==> src/rtl/icache_if.sv <==
// Fetch-side and memory-side signal bundle for the instruction cache.
// Ports: imemREN/imemaddr/iflush in, ihit/imemload out (datapath side);
//        iREN/iaddr out, iwait/iload in (memory side); hit/miss counters out.
interface icache_if;
  logic        imemREN;
  logic [31:0] imemaddr;
  logic        ihit;
  logic [31:0] imemload;
  logic        iflush;
  logic        iREN;
  logic [31:0] iaddr;
  logic        iwait;
  logic [31:0] iload;
  logic [31:0] hit_count;
  logic [31:0] miss_count;

  // The cache itself.
  modport slave (
    input  imemREN, imemaddr, iflush, iwait, iload,
    output ihit, imemload, iREN, iaddr, hit_count, miss_count
  );

  // Datapath plus memory controller, seen as one environment.
  modport master (
    output imemREN, imemaddr, iflush, iwait, iload,
    input  ihit, imemload, iREN, iaddr, hit_count, miss_count
  );
endinterface

==> src/rtl/icache.sv <==
// Direct-mapped, one-word-per-block instruction cache with a two-state fill FSM.
// Ports: CLK, RST (async active-high), bus (icache_if.slave): fetch request/response,
//        memory read port, whole-cache flush, saturating hit/miss counters.
module icache #(
  parameter int NSETS = 16
) (
  input  logic      CLK,
  input  logic      RST,
  icache_if.slave   bus
);
  localparam int IW = $clog2(NSETS);
  localparam int TW = 30 - IW;

  typedef enum logic {IDLE = 1'b0, FILL = 1'b1} state_t;

  state_t            state, next_state;
  logic [NSETS-1:0]  valid;
  logic [TW-1:0]     tag_mem  [NSETS];
  logic [31:0]       data_mem [NSETS];
  logic [31:0]       fill_addr;
  logic [31:0]       hit_count, miss_count;

  logic [IW-1:0]     req_idx, fill_idx;
  logic [TW-1:0]     req_tag, fill_tag;
  logic              hit, miss;
  logic              ihit, iren, fill_done;
  logic [31:0]       imemload;
  logic [1:0]        unused_offset;

  assign req_idx       = bus.imemaddr[IW+1:2];
  assign req_tag       = bus.imemaddr[31:IW+2];
  assign fill_idx      = fill_addr[IW+1:2];
  assign fill_tag      = fill_addr[31:IW+2];
  assign unused_offset = bus.imemaddr[1:0];

  // A flush cycle is neither a hit nor a miss: the lookup it would see is about to vanish.
  assign hit  = bus.imemREN && valid[req_idx] && (tag_mem[req_idx] == req_tag)
                && (state == IDLE) && !bus.iflush;
  assign miss = bus.imemREN && !hit && !bus.iflush && (state == IDLE);

  // State register
  always_ff @(posedge CLK or posedge RST) begin
    if (RST) state <= IDLE;
    else     state <= next_state;
  end

  // Next-state logic
  always_comb begin
    next_state = state;
    case (state)
      IDLE:    if (miss) next_state = FILL;
      FILL:    if (!bus.iwait) next_state = IDLE;
      default: next_state = IDLE;
    endcase
  end

  // Output logic
  always_comb begin
    ihit      = 1'b0;
    imemload  = '0;
    iren      = 1'b0;
    fill_done = 1'b0;
    case (state)
      IDLE: begin
        ihit = hit;
        if (hit) imemload = data_mem[req_idx];
      end
      FILL: begin
        iren      = 1'b1;
        fill_done = !bus.iwait;
      end
      default: ;
    endcase
  end

  // Frame array; a flush on the fill-completion edge overrides the new valid bit.
  always_ff @(posedge CLK or posedge RST) begin
    if (RST) begin
      valid <= '0;
      for (int i = 0; i < NSETS; i++) begin
        tag_mem[i]  <= '0;
        data_mem[i] <= '0;
      end
    end else begin
      if (fill_done) begin
        tag_mem[fill_idx]  <= fill_tag;
        data_mem[fill_idx] <= bus.iload;
        valid[fill_idx]    <= 1'b1;
      end
      if (bus.iflush) valid <= '0;
    end
  end

  // Fill address is captured once at miss time so fetch-address churn cannot disturb the fill.
  always_ff @(posedge CLK or posedge RST) begin
    if (RST)       fill_addr <= '0;
    else if (miss) fill_addr <= {bus.imemaddr[31:2], 2'b00};
  end

  always_ff @(posedge CLK or posedge RST) begin
    if (RST) begin
      hit_count  <= '0;
      miss_count <= '0;
    end else begin
      if (ihit && (hit_count != 32'hFFFF_FFFF))  hit_count  <= hit_count + 32'd1;
      if (miss && (miss_count != 32'hFFFF_FFFF)) miss_count <= miss_count + 32'd1;
    end
  end

  assign bus.ihit       = ihit;
  assign bus.imemload   = imemload;
  assign bus.iREN       = iren;
  assign bus.iaddr      = fill_addr;
  assign bus.hit_count  = hit_count;
  assign bus.miss_count = miss_count;
endmodule

==> src/flat_wrapper.sv <==
// flat-port wrapper written by rule: the top's interface ports become plain ports
module icache_flat 
#(
  parameter int NSETS = 16
)
  (CLK, RST, bus_imemREN, bus_imemaddr, bus_iflush, bus_iwait, bus_iload, bus_ihit, bus_imemload, bus_iREN, bus_iaddr, bus_hit_count, bus_miss_count);
  icache_if bus_i ();
  input  logic CLK;
  input  logic RST;
  input wire logic [$bits(bus_i.imemREN)-1:0] bus_imemREN;
  input wire logic [$bits(bus_i.imemaddr)-1:0] bus_imemaddr;
  input wire logic [$bits(bus_i.iflush)-1:0] bus_iflush;
  input wire logic [$bits(bus_i.iwait)-1:0] bus_iwait;
  input wire logic [$bits(bus_i.iload)-1:0] bus_iload;
  output wire logic [$bits(bus_i.ihit)-1:0] bus_ihit;
  output wire logic [$bits(bus_i.imemload)-1:0] bus_imemload;
  output wire logic [$bits(bus_i.iREN)-1:0] bus_iREN;
  output wire logic [$bits(bus_i.iaddr)-1:0] bus_iaddr;
  output wire logic [$bits(bus_i.hit_count)-1:0] bus_hit_count;
  output wire logic [$bits(bus_i.miss_count)-1:0] bus_miss_count;
  assign bus_i.imemREN = bus_imemREN;
  assign bus_i.imemaddr = bus_imemaddr;
  assign bus_i.iflush = bus_iflush;
  assign bus_i.iwait = bus_iwait;
  assign bus_i.iload = bus_iload;
  assign bus_ihit = bus_i.ihit;
  assign bus_imemload = bus_i.imemload;
  assign bus_iREN = bus_i.iREN;
  assign bus_iaddr = bus_i.iaddr;
  assign bus_hit_count = bus_i.hit_count;
  assign bus_miss_count = bus_i.miss_count;
  icache #(.NSETS(NSETS)) u_core (.CLK(CLK), .RST(RST), .bus(bus_i));
endmodule
==> config.mk <==
export PLATFORM = sky130hd
export DESIGN_NAME = icache_flat
export DESIGN_NICKNAME = d
export VERILOG_FILES = /design/src/rtl/icache_if.sv /design/src/rtl/icache.sv /design/src/flat_wrapper.sv
export SDC_FILE = /design/constraint.sdc
export NUM_CORES = 2
export LEC_CHECK = 0
export CELL_PAD_IN_SITES_DETAIL_PLACEMENT = 0
export CELL_PAD_IN_SITES_GLOBAL_PLACEMENT = 1
export CORE_MARGIN = 10
export CORE_UTILIZATION = 40
export CTS_CLUSTER_SIZE = 30
export DETAILED_ROUTE_END_ITERATION = 10
export GPL_ROUTABILITY_DRIVEN = 0
export HOLD_SLACK_MARGIN = 0.05
export MAX_ROUTING_LAYER = met4
export PLACE_DENSITY = 0.71
export SYNTH_ARGS = -nofsm -noshare
export SYNTH_HDL_FRONTEND = slang
export SYNTH_SLANG_ARGS = --single-unit
==> constraint.sdc <==
create_clock -name CLK -period 36.6 [get_ports CLK]
set_clock_uncertainty 0.1 [all_clocks]
set_input_delay 5.49 -clock CLK [delete_from_list [all_inputs] [get_ports CLK]]
set_output_delay 5.49 -clock CLK [all_outputs]
set_load 0.005 [all_outputs]
==> metrics.txt <==
status=complete, no violations; worst-margin pin slew=1.113 ns; #FFs+latches synth=around 1000; critical path arrival=approximately 11 ns; setup TNS=0 ns; drt first pass iters=5; IO Count=approximately 200; Max Cap Viol=0; Synth Area in XOR/XNOR=0.01680; Post-Synth Simple-Gate Area=0.03311; Post-CTS Setup Bufs=0; compound-cell area share of the yosys netlist=0.009919; final number of setup-violating endpoints=0; post-cts sizing count=0; FFs w/ async S/R, synth=1.000; multiplexer area fraction after synthesis=0.3655; Slew Limit Fails=0; Pwr Density=~67 mW/mm^2; synthesized area=between 0.04 and 0.05 sq mm; CP Capture Type=primary output; total leakage power=approximately 25 nW; clock sink count=roughly 1000; RR Endpoint=u_core.bus.iaddr[3]; CTS Buf Count=111; CP startpoint=bus_imemaddr[4]; crit-path max FO=between 50 and 60; vias in the first global route=28289; overall routing resource usage=0.1859; CP dominant cell by count=buf_4; initial antenna violation count=6; detailed-route DRC error count=0; peak supply drop=a little over 0.00004 V; num rows=roughly 130; # hold bufs at CTS=0; ys flop type=dfrtp_1; clock latency on the worst-skew pair=about 0.7 ns; Netlist cell types=slightly below 60; die height=~360 um; input/output buffers=roughly 190; Post-synth EDFFs=0; CP Cell Sequence=clkbuf_8 > buf_4 > buf_4 > mux4_2 > mux2i_1 > mux2i_1 > xnor2_1 > nand4_1 > nor4_1 > nand3_2 > buf_4 > inv_2 > buf_4 > and2_1 > clkdlybuf4s50_1; Crit path largest cell delay=about 0.75 ns; via count=26729; Multi-input gate area=between 0.02 and 0.025 sq mm; Area Overhead vs Synth=14.84%; CP Class=input pin to primary output; endpoints failing hold=0; FF-to-FF path depth=10; Core Box Area=~0.12 sq mm; Syn Inst Count=~3100; CTS tree=done; Required @ worst endpoint=around 31 ns; filler instances=between 10000 and 15000; Util after Layout=0.4619; Crit path depth=15; pin count of the biggest net entering global routing=97; clock root buffer=clkbuf_16; Clock Path Buffers=3; Storage cell area=0.02600 sq mm; vias per cell=5.579; CP max-delay cell=buf_4; r2r startpoint=u_core.state; post-layout min period=~17 ns; die area=0.1327 sq mm; WP buf/inv=7; Slew Limit Headroom=0.2580; DR iter-0 viols=1581; wire length of the first global-routing pass=184.4 mm; most frequent cells in the layout=1039 x dfrtp_1, 964 x mux2_2, 250 x mux4_2, 190 x clkdlybuf4s50_1, 111 x clkbuf_16; Post-DP HPWL=67.94 mm; Worst Min Path Start=u_core.bus.hit_count[31]; final period utilization=0.4609; wire per inst=25.04 um; adder-cell area share of the yosys netlist=0.0005276; Ys Warns=0; hold crit path type=flop to flop; share of layout cells above drive strength 1=0.4571; Syn Area/Cell=between 15 and 20 sq um; H-tree Lvls=3; RSZ-0062 raised after global routing=no; commonest non-fill, non-tap cell in the layout=dfrtp_1; NumNets Final=roughly 3200; Reg clk slew, reported paths=around 0.06 ns; CP startpoint kind=input pin; Worst R2R Setup Slack=between 30 and 40 ns; final WL=approximately 120 mm; sequential share of the synthesized area=0.5482; GRT overflow=0; Fmax achieved=59.28 MHz; width of the chip=about 360 um; CP top delay family=buffers and inverters; ANT nets after route=0; largest family of logic cells by synthesized area=multiplexers; Initial Utilization=0.4022; capture point of the worst path=bus_imemload[11]
==> sequential cells by signal, summed over array words and instances (netlist names) <==
signal / count
u_core.state: 1
u_core.valid: 16
u_core.bus.hit_count: 32
u_core.bus.miss_count: 32
u_core.tag_mem: 416
u_core.bus.iaddr: 30
u_core.data_mem: 512
==> synth_stat cells (2+ instances only) <==
cell type	number	area share
or3_1	4	0.00053
mux4_2	250	0.12
nor2_1	35	0.0028
ha_1	2	0.00053
and2_1	34	0.0045
clkbuf_2	3	0.00032
inv_1	19	0.0015
mux2i_1	85	0.018
clkbuf_1	131	0.010
o2111ai_1	2	0.00037
and4_1	4	0.00074
a221oi_1	8	0.0015
and3_1	14	0.0018
o22ai_1	3	0.00040
a22o_1	5	0.00092
a211oi_1	2	0.00032
nor4_1	8	0.0011
nand2_1	41	0.0032
nand4_1	24	0.0032
nor3b_1	5	0.00079
nor3_2	3	0.00063
nor2b_1	14	0.0018
o21ai_0	14	0.0015
nand3_1	37	0.0039
nand2b_1	4	0.00053
nor4_2	5	0.0013
o211ai_1	6	0.00095
buf_2	19	0.0020
a22oi_1	3	0.00047
mux2_2	964	0.23
a21oi_1	12	0.0013
buf_6	9	0.0021
dfrtp_1	1039	0.55
buf_1	75	0.0059
xnor2_1	52	0.0096
o22a_1	2	0.00037
inv_2	4	0.00032
buf_4	16	0.0025
xor2_1	39	0.0072
nor3_1	30	0.0032
or4_1	11	0.0017
==> worst min-delay path by stage <==
stage | endpoint | slack, ns | cells past startpoint
2_1_floorplan | u_core.valid[12] | 0.36 | 2
3_3_place_gp | u_core.valid[14] | 0.38 | 2
3_5_place_dp | u_core.bus.hit_count[15] | 0.39 | 1
4_1_cts | u_core.bus.hit_count[15] | 0.40 | 1
5_1_grt | u_core.data_mem[317] | 0.41 | 1
6_report | u_core.bus.hit_count[31] | 0.39 | 1
==> cell type report <==
| type | count | area share |
|---|---|---|
| Clock buffer | 168 | 0.06081 |
| Timing Repair Buffer | 243 | 0.04261 |
| Antenna cell | 6 | 0.0002757 |
| Multi-Input combinational cell | 1739 | 0.3733 |
| Clock inverter | 37 | 0.008637 |
| Inverter | 23 | 0.001769 |
| Sequential cell | 1039 | 0.4773 |
| Tap cell | 1536 | 0.03528 |
==> metrics by stage <==
stage / instances / power (mW) / setup WS [ns] / instance area [sq um] / hold slack [ns]
6_report: 4791 / 3.636 / 19.73 / 54470 / 0.3941
5_1_grt: 4789 / 3.827 / 19.30 / 54460 / 0.4080
4_1_cts: 4785 / 3.674 / 19.55 / 54450 / 0.3953
3_5_place_dp: 4580 / 2.504 / 19.60 / 50670 / 0.3871
3_3_place_gp: 4580 / 2.470 / 19.59 / 50670 / 0.3778
2_1_floorplan: 3056 / 2.297 / 1.768 / 47430 / 0.3608
==> cell families (layout without fill, tap and decap cells) <==
group                    Yosys count  in the layout
flip-flops                      1039           1039
AO/OA/AOI/OAI                     66             66
multiplexers                    1299           1299
AND/OR/NAND/NOR                  279            279
buffers and inverters            278            471
adder cells (fa/ha/maj)            2              2
other                              1              8
XOR/XNOR                          91             91
==> metal layers <==
| metal | share of wire | vias to the layer above | track usage | routed length [um] |
|---|---|---|---|---|
| met4 | 0.017 | 0 | 0.03931 | 2097 |
| met1 | 0.47 | 14619 | 0.2592 | 56680 |
| li1 | - | 11504 | - | - |
| met3 | 0.038 | 142 | 0.02763 | 4552 |
| met2 | 0.47 | 464 | 0.2885 | 56660 |
| met5 | 0 | - | - | 0 |
==> power by group <==
part	total, mW	switching [mW]	internal [mW]	leakage, nW
combinational	0.744	0.251	0.492	9.20
clock	1.16	0.470	0.687	1.88
sequential	1.73	0.210	1.52	13.7
total	3.64	0.932	2.70	24.8
(Power assumes the default switching activity.)
